## config.mk

```make
export PLATFORM = sky130hd
export DESIGN_NAME = mem_access_stage
export DESIGN_NICKNAME = d
export VERILOG_FILES = /design/src/rtl/mem_access_stage_pkg.sv /design/src/rtl/mem_access_stage_load_align.sv /design/src/rtl/mem_access_stage.sv
export SDC_FILE = /design/constraint.sdc
export NUM_CORES = 1
export LEC_CHECK = 0
export BUFFER_PORTS_ARGS = -buffer_cell sky130_fd_sc_hd__buf_2
export CAP_MARGIN = 5
export CORE_AREA = 2 2 151 153
export CTS_CLUSTER_SIZE = 12
export DETAILED_ROUTE_END_ITERATION = 10
export DIE_AREA = 0 0 153 155
export SETUP_SLACK_MARGIN = 0.4
export SLEW_MARGIN = 0
export SYNTH_ARGS = -nofsm -noshare
export SYNTH_HDL_FRONTEND = slang
export SYNTH_SLANG_ARGS = --single-unit
```

## constraint.sdc

```tcl
create_clock -name clk -period 1.59 [get_ports clk]
set_input_delay 0.159 -clock clk [delete_from_list [all_inputs] [get_ports clk]]
set_output_delay 0.159 -clock clk [all_outputs]
set_load 0.005 [all_outputs]
```

## src/rtl/mem_access_stage_pkg.sv

```systemverilog
// mem_access_stage_pkg: shared encodings for the MEM stage (branch, access width, MemtoReg, FSM)
package mem_access_stage_pkg;

    typedef enum logic [2:0] {
        BR_NONE = 3'b000,
        BR_BEQ  = 3'b001,
        BR_BNE  = 3'b010,
        BR_BGEZ = 3'b011,
        BR_BGTZ = 3'b100,
        BR_BLEZ = 3'b101,
        BR_BLTZ = 3'b110,
        BR_JUMP = 3'b111
    } branch_e;

    // Codes 101-111 are not listed and behave as a full word access
    typedef enum logic [2:0] {
        EXT_W  = 3'b000,
        EXT_BS = 3'b001,
        EXT_BU = 3'b010,
        EXT_HS = 3'b011,
        EXT_HU = 3'b100
    } ext_e;

    localparam logic [1:0] M2R_ALU = 2'b00;
    localparam logic [1:0] M2R_MEM = 2'b01;
    localparam logic [1:0] M2R_NPC = 2'b10;

    typedef enum logic {
        S_IDLE,
        S_WAIT
    } state_e;

endpackage

```

## src/rtl/mem_access_stage_load_align.sv

```systemverilog
// mem_access_stage_load_align: picks the addressed byte/half of a read word and extends it
module mem_access_stage_load_align
    import mem_access_stage_pkg::*;
(
    input  logic [31:0] rdata,
    input  logic [1:0]  a,
    input  logic [2:0]  ext,
    output logic [31:0] data
);

    logic [7:0]  b;
    logic [15:0] h;

    assign b = rdata[{a, 3'b000} +: 8];
    assign h = a[1] ? rdata[31:16] : rdata[15:0];

    // Extend the selected lane according to the access width/signedness
    always_comb begin
        case (ext_e'(ext))
            EXT_BS:  data = {{24{b[7]}}, b};
            EXT_BU:  data = {24'h0, b};
            EXT_HS:  data = {{16{h[15]}}, h};
            EXT_HU:  data = {16'h0, h};
            default: data = rdata;
        endcase
    end

endmodule

```

## src/rtl/mem_access_stage.sv

```systemverilog
// mem_access_stage: MIPS MEM stage with data-bus handshake, stall, load alignment and branch resolve
module mem_access_stage
    import mem_access_stage_pkg::*;
#(
    parameter int TIMEOUT = 16
) (
    input  logic        clk,
    input  logic        rst,
    input  logic [31:0] Mem_branch_addr,
    input  logic [31:0] Mem_npc,
    input  logic [31:0] Mem_ALUout,
    input  logic [31:0] Mem_datain,
    input  logic [4:0]  Mem_Rw,
    input  logic        Mem_MemWr,
    input  logic [2:0]  Mem_Branch,
    input  logic        Mem_Zero,
    input  logic        Mem_Sign,
    input  logic [2:0]  Mem_ExtOp3,
    input  logic [1:0]  Mem_MemtoReg,
    input  logic        Mem_RegWr,
    output logic        dbus_req,
    output logic        dbus_we,
    output logic [31:0] dbus_addr,
    output logic [31:0] dbus_wdata,
    output logic [3:0]  dbus_be,
    input  logic        dbus_ready,
    input  logic [31:0] dbus_rdata,
    output logic        mem_stall,
    output logic        PCSrc,
    output logic [31:0] branch_target,
    output logic        misalign,
    output logic        bus_err,
    output logic [31:0] Wr_ALUout,
    output logic [31:0] Wr_Dout,
    output logic [31:0] Wr_npc,
    output logic [4:0]  Wr_Rw,
    output logic [1:0]  Wr_MemtoReg,
    output logic        Wr_RegWr
);

    localparam int CW = $clog2(TIMEOUT + 1);

    state_e        state;
    logic [CW-1:0] cnt;
    logic          byte_op, half_op, mem_op, misal, go, at_limit, abort, taken;
    logic [31:0]   load_data;

    assign byte_op  = Mem_ExtOp3 == EXT_BS || Mem_ExtOp3 == EXT_BU;
    assign half_op  = Mem_ExtOp3 == EXT_HS || Mem_ExtOp3 == EXT_HU;
    assign mem_op   = Mem_MemWr || Mem_MemtoReg == M2R_MEM;
    assign misal    = mem_op && (half_op ? Mem_ALUout[0] : !byte_op && Mem_ALUout[1:0] != 2'b00);
    assign go       = mem_op && !misal;
    assign at_limit = cnt == CW'(TIMEOUT);
    assign abort    = state == S_WAIT && !dbus_ready && at_limit;

    // Bus and stall controls are gated by rst so they fall the instant reset asserts
    assign dbus_req   = rst && (state == S_WAIT || go);
    assign dbus_we    = dbus_req && Mem_MemWr;
    assign mem_stall  = rst && !dbus_ready && (state == S_WAIT ? !at_limit : go);
    assign dbus_addr  = {Mem_ALUout[31:2], 2'b00};
    assign dbus_be    = byte_op ? 4'b0001 << Mem_ALUout[1:0] :
                        half_op ? (Mem_ALUout[1] ? 4'b1100 : 4'b0011) : 4'b1111;
    assign dbus_wdata = byte_op ? {4{Mem_datain[7:0]}} :
                        half_op ? {2{Mem_datain[15:0]}} : Mem_datain;

    assign branch_target = Mem_branch_addr;

    mem_access_stage_load_align u_align (
        .rdata (dbus_rdata),
        .a     (Mem_ALUout[1:0]),
        .ext   (Mem_ExtOp3),
        .data  (load_data)
    );

    // Branch condition from the ALU flags
    always_comb begin
        case (branch_e'(Mem_Branch))
            BR_BEQ:  taken = Mem_Zero;
            BR_BNE:  taken = !Mem_Zero;
            BR_BGEZ: taken = !Mem_Sign;
            BR_BGTZ: taken = !Mem_Sign && !Mem_Zero;
            BR_BLEZ: taken = Mem_Sign || Mem_Zero;
            BR_BLTZ: taken = Mem_Sign;
            BR_JUMP: taken = 1'b1;
            default: taken = 1'b0;
        endcase
    end

    assign PCSrc = taken && !misalign && !bus_err;

    // Access FSM, timeout counter and MEM/WB register, all on the pipeline's falling edge
    always_ff @(negedge clk or negedge rst) begin
        if (!rst) begin
            state       <= S_IDLE;
            cnt         <= '0;
            misalign    <= 1'b0;
            bus_err     <= 1'b0;
            Wr_ALUout   <= '0;
            Wr_Dout     <= '0;
            Wr_npc      <= '0;
            Wr_Rw       <= '0;
            Wr_MemtoReg <= '0;
            Wr_RegWr    <= 1'b0;
        end else begin
            misalign    <= state == S_IDLE && misal;
            bus_err     <= abort;
            Wr_ALUout   <= Mem_ALUout;
            Wr_Dout     <= load_data;
            Wr_npc      <= Mem_npc;
            Wr_Rw       <= Mem_Rw;
            Wr_MemtoReg <= mem_stall ? M2R_ALU : Mem_MemtoReg;
            Wr_RegWr    <= Mem_RegWr && !mem_stall && !misal && !abort;
            if (state == S_IDLE) begin
                if (go && !dbus_ready) begin
                    state <= S_WAIT;
                    cnt   <= CW'(1);
                end
            end else if (dbus_ready || abort) begin
                state <= S_IDLE;
                cnt   <= '0;
            end else begin
                cnt <= cnt + 1'b1;
            end
        end
    end

endmodule

```

==> qor.csv, run 1 <==
stage;metric;value;unit
status;status;complete, but fails checks;
status;violated checks;setup timing;
synth;mux cell area share after synthesis;8.28;%
worst_setup_path;RR Endpoint;cnt[0];
cts;CTS Hold Buffers Added;0;
grt;largest net degree at the start of global routing;115;
synth;top cell type's share of synthesized area;55.1;%
routing;Post-route DRC;0;
sta;Final Setup Violations;157;
worst_setup_path;CP arrival;2280;ps
min_path;Hold EP;branch_target[28];
worst_setup_path;Max stage delay on crit path;430;ps
synth;Synth Area in Adders;0.492;%
sta;Fin. Hold Viols;0;
synth;Post-Syn Area per Cell;12.5;µm²
sta;RSZ-0062 raised after global routing;true;
placement;Port Buffers;323;
worst_setup_path;Reg-to-Reg Start;cnt[1];
die;Starting Density;22.9;%
pwr;cell leakage power;4.23;nW
cts;CTS sink count;112;
die;die width;153;µm
die;placement row count;55;
synth;Synth async-reset ratio;100;%
sta;final slew viol count;0;
flow_run;MaxCap Viol Count;0;
min_path;Hold Path Stages;0;
cells_and_area;post-layout util;37.1;%
min_path;Hold Crit Class;in2out;
cts;Worst-Skew Late Latency;350;ps
routing;starting DRC count in detailed routing;138;
die;chip height;155;µm
sta;Clock Skews;1.51;ps
worst_setup_path;crit-path max FO;3;
die;IO Pins;390;
grt;first-pass GRT wire length;28000;µm
cts;clock buffer depth;2;
worst_setup_path;reg2reg path depth;6;
worst_setup_path;Req. time, crit path;1430;ps
synth;Post-Synth XOR/XNOR Area;0.885;%
grt;initial antenna violation count;2;
sta;Rel. slew slack;59.3;%
cells_and_area;Area Overhead vs Synth;62.2;%
cells_and_area;Layout Nets;933;
cts;CTS tree;built;
synth;post-synth cell types;57;
placement;dpl cells;994;
cts;H-Tree Depth;3;
synth;combinational family with the most area after synthesis;compound AO/OA/AOI/OAI gates;
cells_and_area;non-filler cells, final;1042;
synth;Synth Area in Compound Gates;15.5;%
worst_setup_path;crit path capture type;primary output;
worst_setup_path;cell chain of the critical path;inv_2 -> ha_4 -> nand4_1 -> o2111ai_2 -> inv_1 -> buf_2;
worst_setup_path;crit path kind;reg2out;
cells_and_area;fraction of layout cells with a size suffix above 1;68.9;%
grt;vias in the first global route;4639;
synth;sequential area share after synthesis;55.1;%
synth;Synth Area in Simple Gates;5.97;%
synth;EDFF count, synth;0;
routing;ANT nets after route;0;
worst_setup_path;worst reg2reg setup slack;150;ps
die;total core area;22200;µm²
synth;Ys Warns;0;
routing;DR vias;4479;
placement;hpwl dp;15000;µm
routing;WL final;19500;µm
placement;RePlAce Congestion;0.847;
grt;total track usage;15.8;%
synth;Synth Instances;408;
sta;PnR worst setup slack;-845;ps
synth;predominant post-synthesis flop cell;dfrtn_1;
die;die area;23700;µm²
pwr;PwrDens;924;nW/µm²
min_path;Worst Hold Launch;Mem_branch_addr[28];
cts;Clock Tree Root;clkbuf_16;
synth;top cells by area, synth;dfrtn_1, buf_4, mux2_2, a221o_1, a21o_1;
routing;drt wl/cell;18.7;µm
sta;Worst-Margin Slew;610;ps
cts;total CTS buffers;9;
routing;Vias/cell;4.30;
routing;DRT Pass-1 Iters;4;
synth;Synth area leader;dfrtn_1;
synth;Seq cells post-synth;112;
worst_setup_path;Worst path slowest cell;dfrtn_1;
synth;mapped cell area;5090;µm²
pwr;Max VDD drop;0.000467;V
cts;Clk pin slew, worst setup/hold paths;50;ps
grt;GRT Residual Overflow;0;
worst_setup_path;crit path launch type;flip-flop;
[cells in the mapped netlist, types with 2 or more instances]
master    count
buf_2         6
and2_1        2
buf_6         5
dfrtn_1     112
a21o_1       19
nand2b_1      3
a31oi_4       2
a21oi_2       3
nand2_1      12
nor3_1        3
nand3_1       4
mux2_4        3
o211ai_1      2
a22o_1        2
mux2_2       21
o22ai_1      14
ha_1          2
o21ai_0       4
buf_4        75
clkbuf_1      2
nor2b_1       2
nor2_1       27
a211oi_1      7
mux2i_1      14
inv_1         8
inv_2         3
a221o_1      15
a21oi_1       5
o31ai_1       3
[placed cells by master, fill, tap and decap left out, drive strengths merged, types with 3 or more instances in the layout]
cell type / Yosys / layout
o21ai: 5 / 5
a221o: 15 / 15
nand2b: 3 / 3
a21oi: 8 / 8
o211ai: 3 / 3
o31ai: 3 / 3
buf: 86 / 417
inv: 11 / 14
mux2: 24 / 24
a211oi: 8 / 8
mux2i: 14 / 14
clkbuf: 2 / 12
nor3: 3 / 3
nor2: 29 / 29
nand2: 12 / 12
dfrtn: 112 / 112
a31oi: 4 / 4
o22ai: 15 / 15
nand3: 4 / 4
a21o: 19 / 19
[routing by layer]
metal	vias up	part of all wire, %	wire length [µm]	track usage (%)
met3	64	6.6	1290	3.45
li1	2066	-	-	-
met2	236	54	10500	30.0
met4	0	3.3	633	6.83
met1	2113	36	7040	16.8
met5	-	0	0	0
[cell families (layout without fill, tap and decap cells)]
family          count (synthesis)  after routing
compound gates                 93             93
xor+xnor                        3              3
fa+ha+maj                       2              2
buf+inv                        99            446
flops                         112            112
mux                            38             38
other cells                     1              3
simple gates                   60             60
[how the worst max path moves through the flow]
stage,startpoint,endpoint,slack [ps],cells after the start
finish,cnt[0],mem_stall,-850,6
global route,cnt[0],mem_stall,-940,6
CTS,cnt[0],mem_stall,-840,6
detailed placement,Mem_ExtOp3[1],Wr_Dout[9],-710,5
global placement,Mem_ExtOp3[1],Wr_Dout[11],-690,5
floorplan,Mem_ExtOp3[0],Wr_MemtoReg[0],-520,6
[layout make-up]
| class | count | area, µm² |
|---|---|---|
| Tap cell | 285 | 357 |
| Inverter | 11 | 51.3 |
| Clock buffer | 10 | 239 |
| Clock inverter | 6 | 97.6 |
| Timing Repair Buffer | 419 | 2790 |
| Multi-Input combinational cell | 198 | 1920 |
| Antenna cell | 1 | 2.50 |
| Sequential cell | 112 | 2800 |
| Fill cell | 2171 | 14000 |
[report_power, final]
part / total, mW / internal (mW) / leakage [nW] / switching (mW)
Clock: 2.55 / 1.45 / 0.166 / 1.10
Combinational: 1.92 / 1.05 / 2.72 / 0.869
Sequential: 3.16 / 3.09 / 1.34 / 0.0744
[sequential cells by signal, summed over array words and instances, names as in the netlist]
register,count
Wr_npc,32
Wr_Dout,32
Wr_RegWr,1
Wr_ALUout,32
state,1
bus_err,1
Wr_Rw,5
cnt,5
Wr_MemtoReg,2
misalign,1
[critical path, delay by kind of cell, from the launching register on]
| family | cells | cell delay [ps] |
|---|---|---|
| AND/OR/NAND/NOR | 1 | 140 |
| buffers and inverters | 3 | 240 |
| AO/OA/AOI/OAI | 1 | 160 |
| flip-flops | 1 | 430 |
| adder cells (fa/ha/maj) | 1 | 150 |
[repair_timing]
action | in CTS | in global routing
cloned | 3 | 0
buffers inserted | 19 | 9
gates resized for setup | 99 | 29
setup endpoints to repair | 180 | 180
pin swaps | 37 | 15
[metrics by stage]
stage / cell area (µm²) / hold slack (ps) / setup TNS (ps) / setup WS (ps) / power [mW]
6_report: 8260 / 318 / -37090 / -845 / 7.63
5_1_grt: 8260 / 318 / -43200 / -945 / 8.01
4_1_cts: 8050 / 318 / -36260 / -843 / 7.65
3_5_place_dp: 7060 / 318 / -29830 / -711 / 4.79
3_3_place_gp: 7060 / 318 / -28930 / -689 / 4.78
2_1_floorplan: 5230 / 399 / -17160 / -517 / 3.97
(Power assumes the default switching activity.)
==> run 2, diff against run 1 <==
==> constraint.sdc (replaced) <==
create_clock -name clk -period 1.59 [get_ports clk]
set_input_delay 0.2385 -clock clk [delete_from_list [all_inputs] [get_ports clk]]
set_output_delay 0.2385 -clock clk [all_outputs]
set_load 0.005 [all_outputs]
==> qor.csv, run 2 (synthesis results as in run 1) <==
stage;metric;value;unit;change
status;status;complete, but fails checks;;
status;violated checks;setup timing;;
cts;CTS Hold Buffers Added;0;;unchanged
sta;Clock Skews;4.31;ps;+2.81 ps
cells_and_area;fraction of layout cells with a size suffix above 1;70.6;%;+1.7 points
cells_and_area;Layout Nets;954;;+2.3%
sta;Worst-Margin Slew;534;ps;-76.2 ps
routing;ANT nets after route;0;;unchanged
routing;DR vias;4702;;+5.0%
worst_setup_path;Worst Setup SP;cnt[0];;
placement;Area after DPL;7060;µm²;about the same
die;die area;23700;µm²;unchanged
routing;Post-route DRC;0;;unchanged
die;die width;153;µm;unchanged
sta;final slew viol count;0;;unchanged
grt;total track usage;16.8;%;+1.0 points
worst_setup_path;Worst path slowest cell;dfrtn_1;;
worst_setup_path;Reg-to-Reg Start;cnt[0];;
die;Starting Density;22.9;%;unchanged
worst_setup_path;Max stage delay on crit path;440;ps;about the same
routing;DRT Pass-1 Iters;5;;+1
pwr;PwrDens;857;nW/µm²;-7.3%
cts;CTS sink count;112;;unchanged
cells_and_area;post-route cell area;8720;µm²;+5.6%
grt;vias in the first global route;4867;;+4.9%
worst_setup_path;Req. time, crit path;1350;ps;-80 ps
placement;pre-CTS WS;-804;ps;-93.4 ps
routing;drt wl/cell;19.7;µm;+5.4%
placement;RePlAce Congestion;0.827;;-2.5%
flow_run;MaxCap Viol Count;0;;unchanged
sta;PnR worst setup slack;-926;ps;-80.4 ps
routing;Vias/cell;4.42;;+2.8%
grt;first-pass GRT wire length;29800;µm;+6.3%
cts;Clk pin slew, worst setup/hold paths;60;ps;about the same
grt;largest net degree at the start of global routing;68;;-41%
placement;hpwl dp;15700;µm;+4.6%
routing;WL final;20900;µm;+7.6%
routing;starting DRC count in detailed routing;189;;+37%
worst_setup_path;cell chain of the critical path;inv_2 -> ha_4 -> nand4_1 -> o2111ai_2 -> inv_1 -> buf_2;;
pwr;Total Power;7.47;mW;-2.1%
cts;Clock Tree Root;clkbuf_16;;
cts;clock buffer depth;2;;unchanged
grt;GRT Residual Overflow;0;;unchanged
min_path;Hold Crit Class;in2async;;
pwr;Max VDD drop;0.000488;V;+4.6%
worst_setup_path;CP arrival;2280;ps;about the same
worst_setup_path;Buf/Inv on CP;3;;unchanged
cells_and_area;commonest non-fill, non-tap cell in the layout;buf_2;;
die;total core area;22200;µm²;unchanged
worst_setup_path;crit-path max FO;3;;unchanged
cts;H-Tree Depth;3;;unchanged
worst_setup_path;cell family with most CP delay;flip-flops;;
cells_and_area;Area Overhead vs Synth;71.2;%;
cells_and_area;most frequent cells in the layout;buf_2, dfrtn_1, buf_6;;
grt;initial antenna violation count;3;;+1
sta;worst hold slack;472;ps;+154 ps
cells_and_area;biggest regs;Wr_ALUout x32, Wr_Dout x32, Wr_npc x32;;
die;placement row count;55;;unchanged
die;IO Pins;390;;unchanged
cts;CTS tree;built;;
sta;Final Setup Violations;178;;+13%
placement;Port Buffers;323;;unchanged
pwr;cell leakage power;4.43;nW;+4.9%
die;chip height;155;µm;unchanged
worst_setup_path;crit path launch type;flip-flop;;
worst_setup_path;crit path capture type;primary output;;
sta;RSZ-0062 raised after global routing;true;;
sta;Rel. slew slack;64.4;%;+5.1 points
worst_setup_path;crit path kind;reg2out;;
sta;Fin. Hold Viols;0;;unchanged
cts;total CTS buffers;9;;unchanged
cts;Worst-Skew Late Latency;350;ps;about the same
run 2: cell type report:
type                            instances  area, µm²
Inverter                               11       51.3
Multi-Input combinational cell        199       2020
Timing Repair Buffer                  439       3210
Sequential cell                       112       2800
Antenna cell                            3       7.51
Clock buffer                            9        225
Fill cell                            2149      13500
Tap cell                              285        357
Clock inverter                          6       45.0
run 2: per-layer routing:
metal  wire, µm  global-route usage (%)
met5          0                       0
met4        716                    7.01
met3       1470                    4.99
met2      11300                    31.6
met1       7470                    17.5
run 2: path summary, 6_finish.rpt:
check / depth (start not counted) / to / slack [ps]
hold / removal: 2 / Wr_ALUout[0] / 470
min in group clk: 0 / branch_target[18] / 480
setup reg to reg: 8 / cnt[0] / -110
hold reg to reg: 2 / cnt[3] / 570
setup / recovery: 6 / mem_stall / -930
max in group asynchronous: 3 / Wr_ALUout[4] / 540
run 2: report_power, final:
group / internal (mW) / switching (mW) / total (mW)
sequential: 3.09 / 0.0733 / 3.16
clock: 1.07 / 1.07 / 2.14
combinational: 1.22 / 0.949 / 2.17
run 2: per-stage QoR:
stage	utilization (%)	instances	TNS, ps
floorplan	-	409	-20740
global placement	31.8	994	-37850
detailed placement	31.8	994	-39490
CTS	38.2	1051	-48430
global route	39.2	1064	-54390
finish	39.2	1064	-48040
run 2: worst reg2reg max path, delay by kind of cell (launching register included):
kind / cells / cell delay [ps]
buffers and inverters: 4 / 500
AO/OA/AOI/OAI: 2 / 420
adder cells (fa/ha/maj): 1 / 140
flip-flops: 1 / 360
AND/OR/NAND/NOR: 1 / 140
run 2: repair_timing:
item | 4_1_cts | 5_1_grt
pin swaps | 40 | 19
gates resized for setup | 152 | 29
setup endpoints to repair | 180 | 182
setup buffers | 36 | 10
gates cloned | 6 | 0
